--- src/rtl/multicycle_ctrl_pkg.sv ---
// Shared encodings for the multicycle MIPS-subset control unit: FSM states,
// opcode/funct constants, ALU control codes and datapath mux selects.
package multicycle_ctrl_pkg;

  typedef enum logic [3:0] {
    S_FETCH   = 4'd0,
    S_DECODE  = 4'd1,
    S_MEMADR  = 4'd2,
    S_MEMRD   = 4'd3,
    S_MEMWB   = 4'd4,
    S_MEMWR   = 4'd5,
    S_RTYPEEX = 4'd6,
    S_RTYPEWB = 4'd7,
    S_BEQEX   = 4'd8,
    S_ADDIEX  = 4'd9,
    S_ADDIWB  = 4'd10,
    S_JEX     = 4'd11
  } state_e;

  localparam logic [5:0] OP_LW    = 6'b100011;
  localparam logic [5:0] OP_SW    = 6'b101011;
  localparam logic [5:0] OP_RTYPE = 6'b000000;
  localparam logic [5:0] OP_BEQ   = 6'b000100;
  localparam logic [5:0] OP_ADDI  = 6'b001000;
  localparam logic [5:0] OP_J     = 6'b000010;

  localparam logic [5:0] FN_ADD = 6'b100000;
  localparam logic [5:0] FN_SUB = 6'b100010;
  localparam logic [5:0] FN_AND = 6'b100100;
  localparam logic [5:0] FN_OR  = 6'b100101;
  localparam logic [5:0] FN_SLT = 6'b101010;

  // Bit 2 negates B, bits [1:0] pick and/or/add/slt.
  localparam logic [2:0] ALU_AND = 3'b000;
  localparam logic [2:0] ALU_OR  = 3'b001;
  localparam logic [2:0] ALU_ADD = 3'b010;
  localparam logic [2:0] ALU_SUB = 3'b110;
  localparam logic [2:0] ALU_SLT = 3'b111;

  typedef enum logic [1:0] {
    ALUOP_ADD   = 2'b00,
    ALUOP_SUB   = 2'b01,
    ALUOP_FUNCT = 2'b10
  } aluop_e;

  localparam logic [1:0] SRCB_B      = 2'b00;
  localparam logic [1:0] SRCB_FOUR   = 2'b01;
  localparam logic [1:0] SRCB_IMM    = 2'b10;
  localparam logic [1:0] SRCB_IMM_SH = 2'b11;

  localparam logic [1:0] PCSRC_ALU    = 2'b00;
  localparam logic [1:0] PCSRC_ALUOUT = 2'b01;
  localparam logic [1:0] PCSRC_JUMP   = 2'b10;

endpackage

--- src/rtl/multicycle_ctrl_if.sv ---
// Control/status bundle between the multicycle controller (master) and the
// shared-ALU datapath plus unified memory (slave).
interface multicycle_ctrl_if;
  logic [5:0] op;
  logic [5:0] funct;
  logic       zero;
  logic       mem_ready;

  logic       mem_req;
  logic       memwrite;
  logic       iord;
  logic       irwrite;
  logic       pcen;
  logic       regwrite;
  logic       regdst;
  logic       memtoreg;
  logic       alusrca;
  logic [1:0] alusrcb;
  logic [1:0] pcsrc;
  logic [2:0] alucontrol;
  logic       illegal;

  modport master (
    input  op, funct, zero, mem_ready,
    output mem_req, memwrite, iord, irwrite, pcen, regwrite, regdst,
           memtoreg, alusrca, alusrcb, pcsrc, alucontrol, illegal
  );

  modport slave (
    output op, funct, zero, mem_ready,
    input  mem_req, memwrite, iord, irwrite, pcen, regwrite, regdst,
           memtoreg, alusrca, alusrcb, pcsrc, alucontrol, illegal
  );
endinterface

--- src/rtl/multicycle_ctrl_alu_decoder.sv ---
// ALU control decoder: maps the FSM's aluop and the R-type funct field to the
// 3-bit ALU code, flagging funct values the datapath does not implement.
module alu_decoder
  import multicycle_ctrl_pkg::*;
(
  input  aluop_e     aluop,
  input  logic [5:0] funct,
  output logic [2:0] alucontrol,
  output logic       funct_illegal
);

  // NOTE: every output gets a default before the case so no path leaves a
  // signal unassigned; otherwise synthesis infers a latch.
  always_comb begin
    alucontrol    = ALU_ADD;
    funct_illegal = 1'b0;
    case (aluop)
      ALUOP_ADD: alucontrol = ALU_ADD;
      ALUOP_SUB: alucontrol = ALU_SUB;
      ALUOP_FUNCT: begin
        case (funct)
          FN_ADD:  alucontrol = ALU_ADD;
          FN_SUB:  alucontrol = ALU_SUB;
          FN_AND:  alucontrol = ALU_AND;
          FN_OR:   alucontrol = ALU_OR;
          FN_SLT:  alucontrol = ALU_SLT;
          default: funct_illegal = 1'b1;
        endcase
      end
      default: alucontrol = ALU_ADD;
    endcase
  end

endmodule

--- src/rtl/multicycle_ctrl.sv ---
// Multicycle MIPS-subset controller: Moore FSM sequencing fetch, decode,
// execute and writeback, stalling on the memory ready handshake.
module multicycle_ctrl
  import multicycle_ctrl_pkg::*;
#(
  parameter int STATE_W = 4
) (
  input  logic               clk,
  input  logic               rst_n,
  multicycle_ctrl_if.master  bus,
  output logic [STATE_W-1:0] state
);

  state_e     state_q, state_d;
  aluop_e     aluop;
  logic [2:0] alu_code;
  logic       funct_illegal;

  logic       mem_req_raw, memwrite_raw, irwrite_raw, illegal_raw;
  logic       pcwrite, branch;
  logic       iord, regwrite, regdst, memtoreg, alusrca;
  logic [1:0] alusrcb, pcsrc;

  alu_decoder u_alu_decoder (
    .aluop         (aluop),
    .funct         (bus.funct),
    .alucontrol    (alu_code),
    .funct_illegal (funct_illegal)
  );

  // NOTE: state flops use non-blocking assignments so every flop samples the
  // pre-edge value regardless of process ordering.
  always_ff @(posedge clk or negedge rst_n) begin
    if (!rst_n) state_q <= S_FETCH;
    else        state_q <= state_d;
  end

  always_comb begin
    state_d      = state_q;
    aluop        = ALUOP_ADD;
    mem_req_raw  = 1'b0;
    memwrite_raw = 1'b0;
    irwrite_raw  = 1'b0;
    illegal_raw  = 1'b0;
    pcwrite      = 1'b0;
    branch       = 1'b0;
    iord         = 1'b0;
    regwrite     = 1'b0;
    regdst       = 1'b0;
    memtoreg     = 1'b0;
    alusrca      = 1'b0;
    alusrcb      = SRCB_B;
    pcsrc        = PCSRC_ALU;

    case (state_q)
      S_FETCH: begin
        mem_req_raw = 1'b1;
        alusrcb     = SRCB_FOUR;
        if (bus.mem_ready) begin
          irwrite_raw = 1'b1;
          pcwrite     = 1'b1;
          state_d     = S_DECODE;
        end
      end
      S_DECODE: begin
        // Branch target is computed here speculatively into ALUOut.
        alusrcb = SRCB_IMM_SH;
        case (bus.op)
          OP_LW, OP_SW: state_d = S_MEMADR;
          OP_RTYPE:     state_d = S_RTYPEEX;
          OP_BEQ:       state_d = S_BEQEX;
          OP_ADDI:      state_d = S_ADDIEX;
          OP_J:         state_d = S_JEX;
          default: begin
            illegal_raw = 1'b1;
            state_d     = S_FETCH;
          end
        endcase
      end
      S_MEMADR: begin
        alusrca = 1'b1;
        alusrcb = SRCB_IMM;
        state_d = (bus.op == OP_SW) ? S_MEMWR : S_MEMRD;
      end
      S_MEMRD: begin
        mem_req_raw = 1'b1;
        iord        = 1'b1;
        if (bus.mem_ready) state_d = S_MEMWB;
      end
      S_MEMWB: begin
        regwrite = 1'b1;
        memtoreg = 1'b1;
        state_d  = S_FETCH;
      end
      S_MEMWR: begin
        mem_req_raw  = 1'b1;
        memwrite_raw = 1'b1;
        iord         = 1'b1;
        if (bus.mem_ready) state_d = S_FETCH;
      end
      S_RTYPEEX: begin
        alusrca     = 1'b1;
        aluop       = ALUOP_FUNCT;
        illegal_raw = funct_illegal;
        state_d     = funct_illegal ? S_FETCH : S_RTYPEWB;
      end
      S_RTYPEWB: begin
        regwrite = 1'b1;
        regdst   = 1'b1;
        state_d  = S_FETCH;
      end
      S_BEQEX: begin
        alusrca = 1'b1;
        aluop   = ALUOP_SUB;
        pcsrc   = PCSRC_ALUOUT;
        branch  = 1'b1;
        state_d = S_FETCH;
      end
      S_ADDIEX: begin
        alusrca = 1'b1;
        alusrcb = SRCB_IMM;
        state_d = S_ADDIWB;
      end
      S_ADDIWB: begin
        regwrite = 1'b1;
        state_d  = S_FETCH;
      end
      S_JEX: begin
        pcsrc   = PCSRC_JUMP;
        pcwrite = 1'b1;
        state_d = S_FETCH;
      end
      default: state_d = S_FETCH;
    endcase
  end

  // While reset is held the FSM sits in FETCH; gating with rst_n keeps the
  // memory request and every write strobe quiet until release.
  assign bus.mem_req    = mem_req_raw & rst_n;
  assign bus.memwrite   = memwrite_raw & rst_n;
  assign bus.irwrite    = irwrite_raw & rst_n;
  assign bus.pcen       = (pcwrite | (branch & bus.zero)) & rst_n;
  assign bus.illegal    = illegal_raw & rst_n;
  assign bus.regwrite   = regwrite;
  assign bus.iord       = iord;
  assign bus.regdst     = regdst;
  assign bus.memtoreg   = memtoreg;
  assign bus.alusrca    = alusrca;
  assign bus.alusrcb    = alusrcb;
  assign bus.pcsrc      = pcsrc;
  assign bus.alucontrol = alu_code;

  assign state = STATE_W'(state_q);

endmodule

--- src/flat_wrapper.sv ---
// flat-port wrapper written by rule: the top's interface ports become plain ports
module multicycle_ctrl_flat import multicycle_ctrl_pkg::*;
#(
  parameter int STATE_W = 4
)
  (clk, rst_n, state, bus_op, bus_funct, bus_zero, bus_mem_ready, bus_mem_req, bus_memwrite, bus_iord, bus_irwrite, bus_pcen, bus_regwrite, bus_regdst, bus_memtoreg, bus_alusrca, bus_alusrcb, bus_pcsrc, bus_alucontrol, bus_illegal);
  multicycle_ctrl_if bus_i ();
  input  logic clk;
  input  logic rst_n;
  output logic [STATE_W-1:0] state;
  input wire logic [$bits(bus_i.op)-1:0] bus_op;
  input wire logic [$bits(bus_i.funct)-1:0] bus_funct;
  input wire logic [$bits(bus_i.zero)-1:0] bus_zero;
  input wire logic [$bits(bus_i.mem_ready)-1:0] bus_mem_ready;
  output wire logic [$bits(bus_i.mem_req)-1:0] bus_mem_req;
  output wire logic [$bits(bus_i.memwrite)-1:0] bus_memwrite;
  output wire logic [$bits(bus_i.iord)-1:0] bus_iord;
  output wire logic [$bits(bus_i.irwrite)-1:0] bus_irwrite;
  output wire logic [$bits(bus_i.pcen)-1:0] bus_pcen;
  output wire logic [$bits(bus_i.regwrite)-1:0] bus_regwrite;
  output wire logic [$bits(bus_i.regdst)-1:0] bus_regdst;
  output wire logic [$bits(bus_i.memtoreg)-1:0] bus_memtoreg;
  output wire logic [$bits(bus_i.alusrca)-1:0] bus_alusrca;
  output wire logic [$bits(bus_i.alusrcb)-1:0] bus_alusrcb;
  output wire logic [$bits(bus_i.pcsrc)-1:0] bus_pcsrc;
  output wire logic [$bits(bus_i.alucontrol)-1:0] bus_alucontrol;
  output wire logic [$bits(bus_i.illegal)-1:0] bus_illegal;
  assign bus_i.op = bus_op;
  assign bus_i.funct = bus_funct;
  assign bus_i.zero = bus_zero;
  assign bus_i.mem_ready = bus_mem_ready;
  assign bus_mem_req = bus_i.mem_req;
  assign bus_memwrite = bus_i.memwrite;
  assign bus_iord = bus_i.iord;
  assign bus_irwrite = bus_i.irwrite;
  assign bus_pcen = bus_i.pcen;
  assign bus_regwrite = bus_i.regwrite;
  assign bus_regdst = bus_i.regdst;
  assign bus_memtoreg = bus_i.memtoreg;
  assign bus_alusrca = bus_i.alusrca;
  assign bus_alusrcb = bus_i.alusrcb;
  assign bus_pcsrc = bus_i.pcsrc;
  assign bus_alucontrol = bus_i.alucontrol;
  assign bus_illegal = bus_i.illegal;
  multicycle_ctrl #(.STATE_W(STATE_W)) u_core (.clk(clk), .rst_n(rst_n), .bus(bus_i), .state(state));
endmodule
--- config.mk ---
export PLATFORM = sky130hd
export DESIGN_NAME = multicycle_ctrl_flat
export DESIGN_NICKNAME = d
export VERILOG_FILES = /design/src/rtl/multicycle_ctrl_pkg.sv /design/src/rtl/multicycle_ctrl_if.sv /design/src/rtl/multicycle_ctrl_alu_decoder.sv /design/src/rtl/multicycle_ctrl.sv /design/src/flat_wrapper.sv
export SDC_FILE = /design/constraint.sdc
export NUM_CORES = 1
export LEC_CHECK = 0
export ABC_CLOCK_PERIOD_IN_PS = 2400
export CORE_MARGIN = 2
export CORE_UTILIZATION = 34
export CTS_CLUSTER_DIAMETER = 200
export DETAILED_ROUTE_END_ITERATION = 7
export GPL_ROUTABILITY_DRIVEN = 0
export HOLD_SLACK_MARGIN = 0.05
export PLACE_DENSITY = 0.74
export SLEW_MARGIN = 25
export SYNTH_ARGS = -nofsm -noshare
export SYNTH_HDL_FRONTEND = slang
export SYNTH_SLANG_ARGS = --single-unit
--- constraint.sdc ---
create_clock -name clk -period 2.4 [get_ports clk]
set_input_delay 0.6 -clock clk [delete_from_list [all_inputs] [get_ports clk]]
set_output_delay 0.6 -clock clk [all_outputs]
set_load 0.02 [all_outputs]
== Yosys cells after proc, flatten, opt, wreduce, memory -nomap -nowiden ==
Index checks and enable logic that the tools add are counted.
Cells by class
  add/sub/neg operators: 0
  multipliers: 0
  divide/modulo/power cells: 0
  order comparisons: 0
  equal/unequal tests: 26
  shift operators: 0
  multiplexer cells: 27
  bitwise gates (word level): 7
  reductions and logical operators: 11
Operator list (count)
  6-bit == test, second input constant: 7
  4-bit case mux with 7 select lines: 1
  4-bit case mux with 5 select lines: 1
  4-bit by 3-bit == test with 1-bit output, second input constant: 4
  4-bit == test, second input constant: 4
  1-bit 2-to-1 mux: 13
  4-bit 2-to-1 mux: 3
  3-bit case mux with 4 select lines: 1
  4-bit by 2-bit == test with 1-bit output, second input constant: 2
  2-bit case mux with 2 select lines: 2
  1-bit bitwise AND: 6
  6-bit by 2-bit == test with 1-bit output, second input constant: 1
  6-bit by 3-bit == test with 1-bit output, second input constant: 1
  6-bit by 4-bit == test with 1-bit output, second input constant: 1
  6-bit logical NOT: 1
  3-bit 2-to-1 mux: 2
  2-bit inequality test, second input constant: 3
  2-bit case mux with 3 select lines: 1
  3-bit case mux with 2 select lines: 1
  2-bit OR reduction: 3
  3-bit OR reduction: 2
  6-bit OR reduction: 1
  5-bit OR reduction: 1
  4-bit by 1-bit == test with 1-bit output, second input constant: 1
  7 further kinds: 8
Storage, ports and cells
  bits in registers: 4
  bits in latches: 0
  memory bits (writable): 0
  memory bits (read-only): 0
  output and inout port bits: 21
  word-level logic and storage cells: 72
  memories kept: 0

== Longest topological paths before layout ==
Gate-level depths: netlist of run 1.
  word-level depth: 6
  depth in mapped cells: 9
  gate-level depth less buffers: 8

== Hierarchy ==
Synthesis of run 1 repeated with hierarchy kept, for this count alone.
Second synthesis, totals
  cell total of the unflattened synthesis: 106
  area, all modules: 719.4 µm²
By module, submodules not included
  multicycle_ctrl: times used 1, cells each 86, area each 570.5 µm², seq. area each 100.1 µm²
  alu_decoder: times used 1, cells each 20, area each 148.9 µm², seq. area each 0.0 µm²

== Worst setup path before layout of run 1 ==
Ideal clock, no wire load.
  path kind: register to output
  start point: reg u_core.state_q[1] (netlist: u_core.state[1])
  end point: out bus_illegal
  arrival time: 2269 ps
  setup slack: -469 ps
  cell stages (with the launch flop): 8
  buffers on the path: 0
  cells stage by stage: dfrtp_1 > or2b_2 > nor2_1 > ha_1 > inv_1 > a31o_2 > or3_1 > a21oi_1
Between the ends
  cells in the longest elaborated chain, start to end: 6
  elaborated cells between the ends (all ways): 8
Ends and longest elaborated chain
  from (decl): RTL line multicycle_ctrl.sv:14  | state_e state_q, state_d;
  from (signal assigned): RTL line multicycle_ctrl.sv:35  | else state_q <= state_d;
  4-bit == test / 4-bit by 3-bit == test with 1-bit output (equally long branches): RTL line multicycle_ctrl.sv:55  | case (state_q)
  2-bit case mux with 2 select lines: RTL line multicycle_ctrl.sv:55
  2-bit == test: RTL line multicycle_ctrl_alu_decoder.sv:17  | case (aluop)
  1-bit 2-to-1 mux: RTL line multicycle_ctrl_alu_decoder.sv:17
  1-bit case mux with 2 select lines *: RTL line multicycle_ctrl.sv:55
  1-bit bitwise AND *: RTL line multicycle_ctrl.sv:143  | assign bus.illegal = illegal_raw & rst_n;
  to (decl): RTL line flat_wrapper.sv:27  | output wire logic [$bits(bus_i.illegal)-1:0] bus_illegal;
Every way passes the cells marked *; elsewhere a longest branch is shown, timed or not.

== Final worst setup path of run 1 ==
  start point: in bus_funct[4]
  end point: out bus_illegal
Between the ends
  cells in the longest elaborated chain, start to end: 6
  elaborated cells between the ends (all ways): 10
Ends and longest elaborated chain
  from (decl): RTL line flat_wrapper.sv:12  | input wire logic [$bits(bus_i.funct)-1:0] bus_funct;
  6-bit == test: RTL line multicycle_ctrl_alu_decoder.sv:21  | case (funct)
  5-bit OR reduction (no source line) *
  1-bit 2-to-1 mux *: RTL line multicycle_ctrl_alu_decoder.sv:21
  1-bit 2-to-1 mux *: RTL line multicycle_ctrl_alu_decoder.sv:17
  1-bit case mux with 2 select lines *: RTL line multicycle_ctrl.sv:55
  1-bit bitwise AND *: RTL line multicycle_ctrl.sv:143
Marks and branches as above.

==> summary.txt, run 1 <==
Run status
  • Status: finished, violations left
  • Failing checks: negative setup slack

Setup path
  • Reg2reg start: u_core.state[0]$_DFFE_PN0P_
  • Kind of critical path: input port to output pin
  • WP data arrival: 2080 ps
  • Worst R2R Path Depth: 8
  • Slowest CP cell: clkdlybuf4s50_1
  • CP Launch Type: input port
  • CP Max Fanout: 2
  • Highest cell delay on the worst timing path: 450 ps
  • R2R Path End: u_core.state[0]$_DFFE_PN0P_
  • Crit. End Element: output pin
  • CP required: 1800 ps
  • Flop-to-flop setup slack: 560 ps
  • Worst-path cell chain: clkdlybuf4s50_1, and2b_2, a31o_2, or3_4, a21oi_4, buf_6

Final layout
  • N_diodes: 0
  • Syn-to-layout area delta: 109%
  • Share of cells above drive strength 1: 0.438
  • Final nets: 180
  • Fillers: 141
  • Design area: 0.00137 mm2
  • Max reg flops: 4

STA
  • RSZ-0062 raised after global routing: true
  • Fin Hold WS: 662 ps
  • Slew headroom: 0.797
  • Max Clk Rate: 373 MHz
  • Minimum clock period: 2680 ps
  • Final setup margin: -282 ps
  • Setup Viol. Count Final: 3
  • Final cycle utilization of the critical path: 1.12
  • Final count of hold timing violations: 0
  • Final Skew: 15.2 ps
  • Slew @ Worst Pin: 302 ps
  • Slew Limit Fails: 0

Die
  • Site Rows: 15
  • Die area: 0.00230 mm2
  • Die W: 48.0 um
  • Die Ht: 48.0 um
  • Io pins: 37
  • Initial Util: 0.372
  • Core Box Area: 0.00176 mm2

Routing
  • Routed Antenna Nets: 0
  • Drt drc: 0
  • DRT Pass-1 Iters: 5
  • Starting DRT DRC Count: 16
  • WL final: 2600 um
  • DR WL/cell: 14.1 um
  • Routed vias: 990
  • Vias/cell: 5.35

Global route
  • First-pass GRT wire length: 3620 um
  • Largest net degree at the start of global routing: 16
  • Congestion Overflow GR: 0
  • Via count of the first global-routing pass: 894
  • All-Layer GR Usage: 0.226
  • Initial antenna violation count: 0

Synthesis
  • Cell taking the most area after synthesis: dfrtp_1
  • Net Count, Synth: 109
  • FF+latch count, synth: 4
  • Avg Inst Size Synth: 7.22 um2
  • Distinct cells, synth: 42
  • Sequential fraction of the synthesis area: 0.152
  • EDFF count, synth: 0
  • Post-Synthesis Cells: 91
  • Top FF cell, synth: dfrtp_1
  • Post-synthesis async set-or-reset flop share: 1.00
  • Synth Warn #: 0
  • Synth area leaders: dfrtp_1, nor2_1, nor3_1
  • Syn Std Cell Area: 657 um2
  • Post-synth top area share: 0.152

Place
  • DP Area: 0.00128 mm2
  • Post-DP HPWL: 1940 um
  • DP Worst Slack: -756 ps
  • Port bufs: 36

Power and ir drop
  • Worst vdd ir: 0.000683 V
  • Pwr Density: 865 mW/mm2
  • Lkg Pwr: 0.000637 uW

CTS
  • CTS Buf Count: 3
  • Clock-pin slew on the worst setup and hold paths: 50 ps
  • Post-CTS Hold Buffers: 0
  • Clk root buf: clkbuf_4
  • Depth of the CTS H-tree: 1
  • CTS Sinks: 4
  • TritonCTS clock tree: done
  • Clk_lat worst skew: 250 ps
  • Clk buf depth: 2

Worst hold path
  • Hold Path Class: input port to asynchronous set/reset pin

Flow run
  • Maxcap violations: 0
-- kinds of logic after synthesis --
family	synth area share
and+or+nand+nor	0.390
xor gates and xnor gates	0.0400
adders and majority gates	0.0381
buffers and inverters	0.0762
AOI/OAI and AO/OA	0.271
muxes	0.0324
DFF	0.152
-- worst max path at each step --
| stage | from | end | slack [ps] | cells past startpoint |
|---|---|---|---|---|
| global route | bus_funct[4] | bus_illegal | -340 | 6 |
| detailed placement | bus_funct[4] | bus_illegal | -760 | 6 |
| floorplan | u_core.state[2]$_DFFE_PN0P_ | bus_illegal | -120 | 8 |
| global placement | bus_funct[4] | bus_illegal | -750 | 6 |
| CTS | bus_funct[4] | bus_illegal | -270 | 6 |
| finish | bus_funct[4] | bus_illegal | -280 | 6 |
-- Yosys cell counts, drive strengths merged (2+ instances only) --
cell type / count
nand2b: 4
or2: 2
nor3b: 2
nand2: 4
nor3: 9
buf: 4
a31o: 2
o21ai: 4
inv: 4
ha: 2
a21oi: 7
or2b: 2
dfrtp: 4
xor2: 2
or3: 2
a31oi: 2
or4: 2
nor2: 13
-- per-stage QoR --
step                      setup TNS (ps)   util  total power [uW]  cells
after floorplan                     -176      -               675     91
after global placement             -3500  0.728              1080    180
after detailed placement           -3730  0.728              1090    180
after CTS                           -500  0.739              1150    183
after global routing                -813  0.777              1270    185
final                               -549  0.777              1190    185
-- where the power goes --
part	total, uW	leakage (uW)	internal [uW]	switching, uW
Sequential	117	0.0000497	96.7	19.8
Combinational	979	0.000573	459	519
Clock	90.2	0.0000138	56.3	33.9
Total	1190	0.000637	612	573
-- area by class of cell --
type | instances | area [um2] | area share
clock buffer | 3 | 22.5 | 0.0164
sequential | 4 | 103 | 0.0749
tap | 25 | 31.3 | 0.0228
inverter | 4 | 17.5 | 0.0128
multi-input combinational | 79 | 599 | 0.437
timing repair buffer | 70 | 597 | 0.436
-- critical path: cells and delay by family --
family / cells / cell delay (ps)
AOI/OAI and AO/OA: 2 / 340
buffers and inverters: 2 / 580
and+or+nand+nor: 2 / 560
-- what timing repair did --
action                     in CTS  in global routing
gates resized for setup        43                 21
setup endpoints to repair      12                 15
buffers inserted                0                  2
pin swaps                       2                  3
-- layer usage --
layer / up-vias / global-route usage / wire length, um
met5: - / 0 / 0
met4: 0 / 0.0595 / 17
met2: 34 / 0.445 / 1460
met3: 2 / 0.0377 / 118
met1: 473 / 0.244 / 1010
li1: 481 / - / -
-- placed cells by master, fill, tap and decap left out, types with 2 or more instances in the layout --
cell type | netlist | routed
dfrtp_2 | 0 | 2
clkdlybuf4s15_1 | 0 | 2
nand2b_1 | 3 | 2
dlygate4sd2_1 | 0 | 5
inv_1 | 4 | 3
dfrtp_1 | 4 | 2
buf_6 | 2 | 4
clkdlybuf4s50_1 | 0 | 18
buf_4 | 1 | 32
a21oi_1 | 7 | 6
ha_4 | 0 | 2
a31oi_1 | 2 | 2
clkbuf_4 | 0 | 3
buf_2 | 1 | 5
dlymetal6s2s_1 | 0 | 3
nor2_1 | 13 | 12
o21ai_0 | 4 | 4
xor2_1 | 2 | 2
a31o_2 | 2 | 2
nor3_1 | 9 | 8
nand2_1 | 4 | 4
Note: power is estimated with default switching activity, not from simulation.
==> inputs of run 2 (changes only) <==
--- a/config.mk
+++ b/config.mk
@@ -7,12 +7,12 @@
 export LEC_CHECK = 0
 export ABC_CLOCK_PERIOD_IN_PS = 2400
 export CORE_MARGIN = 2
-export CORE_UTILIZATION = 34
+export CORE_UTILIZATION = 35
+export CTS_BUF_LIST = sky130_fd_sc_hd__clkbuf_8
 export CTS_CLUSTER_DIAMETER = 200
 export DETAILED_ROUTE_END_ITERATION = 7
-export GPL_ROUTABILITY_DRIVEN = 0
 export HOLD_SLACK_MARGIN = 0.05
-export PLACE_DENSITY = 0.74
+export PLACE_DENSITY = 0.76
 export SLEW_MARGIN = 25
 export SYNTH_ARGS = -nofsm -noshare
 export SYNTH_HDL_FRONTEND = slang
==> run 2 against run 1 <==
  * The flow still finishes with violations (negative setup slack)
  * Worst setup slack improved by 22 ps
  * Critical endpoint unchanged
  * Cell count fell by 1.6%
  * Critical path type unchanged
  * First-iteration DRC count rose by 50%
  * Global-route usage rose by 1.4 points
==> summary.txt, run 2 (synthesized netlist as in run 1, its figures left out) <==
Run status
  • Status: finished, violations left
  • Failing checks: negative setup slack

Global route
  • Via count of the first global-routing pass: 964 (+7.8%)
  • Congestion Overflow GR: 0 (unchanged)
  • First-pass GRT wire length: 3870 um (+6.8%)
  • Initial antenna violation count: 0 (unchanged)
  • All-Layer GR Usage: 0.240 (+0.0141)
  • Largest net degree at the start of global routing: 16 (unchanged)

Final layout
  • Register area: 103 um2 (unchanged)
  • Share of cells above drive strength 1: 0.414 (-0.0235)
  • Design area: 0.00136 mm2 (-0.55%)
  • Syn-to-layout area delta: 107%
  • Max reg flops: 4 (unchanged)
  • Fillers: 138 (-2.1%)
  • Final Non-Filler Cells: 182 (-1.6%)
  • Most frequent cells in the layout: buf_4, clkdlybuf4s50_1, nor2_1
  • Area of the multi-input gates: 603 um2 (+0.63%)
  • N_diodes: 0 (unchanged)
  • Commonest non-fill, non-tap cell in the layout: buf_4
  • Final nets: 177 (-1.7%)

Die
  • Initial Util: 0.376 (+0.00400)
  • Die area: 0.00224 mm2 (-2.6%)
  • Site Rows: 15 (unchanged)
  • Die W: 47.3 um (-1.3%)
  • Core Box Area: 0.00175 mm2 (-1.1%)
  • Die Ht: 47.3 um (-1.3%)
  • Io pins: 37 (unchanged)

Routing
  • Drt drc: 0 (unchanged)
  • Vias/cell: 5.40 (+0.83%)
  • Routed Antenna Nets: 0 (unchanged)
  • Routed vias: 982 (-0.81%)
  • DRT Pass-1 Iters: 4 (-1)
  • Starting DRT DRC Count: 24 (+8)
  • WL final: 2510 um (-3.5%)
  • DR WL/cell: 13.8 um (-1.9%)

Power and ir drop
  • Lkg Pwr: 0.000651 uW (+2.3%)
  • Worst vdd ir: 0.000799 V (+17%)
  • Tot Pwr: 1240 uW (+4.7%)
  • Pwr Density: 911 mW/mm2 (+5.3%)

STA
  • Final Skew: 2.98 ps (-12.2 ps)
  • Slew @ Worst Pin: 315 ps (+13.2 ps)
  • RSZ-0062 raised after global routing: true
  • Setup Viol. Count Final: 2 (-1)
  • Final setup margin: -260 ps (+22.0 ps)
  • Minimum clock period: 2660 ps (-22.0 ps)
  • Fin Hold WS: 688 ps (+26.2 ps)
  • Final cycle utilization of the critical path: 1.11 (-0.00915)
  • Slew Limit Fails: 0 (unchanged)
  • Slew headroom: 0.788 (-0.00883)
  • Final count of hold timing violations: 0 (unchanged)
  • Max Clk Rate: 376 MHz (+0.83%)

CTS
  • CTS Sinks: 4 (unchanged)
  • Post-CTS Hold Buffers: 0 (unchanged)
  • Depth of the CTS H-tree: 1 (unchanged)
  • CTS Buf Count: 3 (unchanged)
  • TritonCTS clock tree: done
  • Clock-pin slew on the worst setup and hold paths: 30 ps (-20 ps)
  • Post-CTS Setup Bufs: 0 (unchanged)
  • Clk buf depth: 2 (unchanged)
  • Clk_lat worst skew: 210 ps (-40 ps)
  • Clk root buf: clkbuf_8

Worst hold path
  • Hold Path Class: flip-flop to flip-flop
  • Worst Hold Launch: u_core.state[2]$_DFFE_PN0P_
  • Worst Hold End: u_core.state[2]$_DFFE_PN0P_
  • Hold depth: 2

Place
  • Gpl congestion: 0.800
  • Port bufs: 36 (unchanged)
  • DP Area: 0.00128 mm2 (-0.59%)
  • DP Worst Slack: -864 ps (-108 ps)
  • Post-DP HPWL: 1920 um (-0.76%)
  • Placed Cells: 179 (-0.56%)

Setup path
  • Flop-to-flop setup slack: 550 ps (about the same)
  • Reg2reg start: u_core.state[0]$_DFFE_PN0P_
  • WP data arrival: 2060 ps (-20 ps)
  • R2R Path End: u_core.state[0]$_DFFE_PN0P_
  • Crit. End Element: output pin
  • CP Max Fanout: 2 (unchanged)
  • CP Launch Type: input port
  • Worst R2R Path Depth: 8 (unchanged)
  • CP required: 1800 ps (about the same)
  • Kind of critical path: input port to output pin

Flow run
  • Maxcap violations: 0 (unchanged)
## run 2: changes by cell type in the layout (fill, tap and decap cells not counted), sizes merged
| cell | delta |
|---|---|
| dlymetal6s2s | +2 |
| dlygate4sd2 | +3 |
| clkdlybuf4s15 | -1 |
| clkbuf | +3 |
| buf | -5 |
| clkdlybuf4s50 | -5 |
## run 2: where the power goes
part	total [uW]	switching [uW]	internal [uW]
clock	140	33.6	107
combinational	985	533	452
sequential	116	18.8	97.2
total	1240	585	656
## run 2: critical path: stages
cell,delay [ps]
clkdlybuf4s50_1,450
and2b_2,210
a31o_2,210
or3_4,340
a21oi_4,130
buf_6,130
## run 2: what timing repair did
| action | in CTS | in global routing |
|---|---|---|
| endpoints found under the hold margin | 0 | 0 |
| cloned | 0 | 0 |
| endpoints found under the setup margin | 12 | 13 |
| pin swaps | 2 | 3 |
| gates resized for setup | 46 | 23 |
## run 2: how the worst max path moves through the flow
stage | start | endpoint | slack (ps) | depth (start not counted)
after floorplan | u_core.state[2]$_DFFE_PN0P_ | bus_illegal | -120 | 8
after global placement | bus_funct[4] | bus_illegal | -730 | 6
after detailed placement | bus_op[5] | bus_illegal | -860 | 7
after CTS | bus_funct[4] | bus_illegal | -260 | 6
after global routing | bus_funct[4] | bus_illegal | -310 | 6
final | bus_funct[4] | bus_illegal | -260 | 6
## run 2: cell type report
type,count,area share
multi-input cells,79,0.443
repair buffers,67,0.418
flip-flops and latches,4,0.0753
inverters,4,0.0110
clock buffers,3,0.0303
well taps,25,0.0230
## run 2: metal layers
layer / up-vias / global-route usage / part of all wire
met5: - / 0 / 0
met4: 0 / 0.0389 / 0.0060
met3: 4 / 0.0462 / 0.057
met2: 41 / 0.473 / 0.53
met1: 459 / 0.264 / 0.41
li1: 478 / - / -
## run 2: per-stage QoR
| step | TNS [ps] | utilization |
|---|---|---|
| finish | -361 | 0.781 |
| global placement | -3390 | 0.731 |
| floorplan | -176 | - |
| global route | -516 | 0.781 |
| detailed placement | -3800 | 0.731 |
| CTS | -343 | 0.761 |
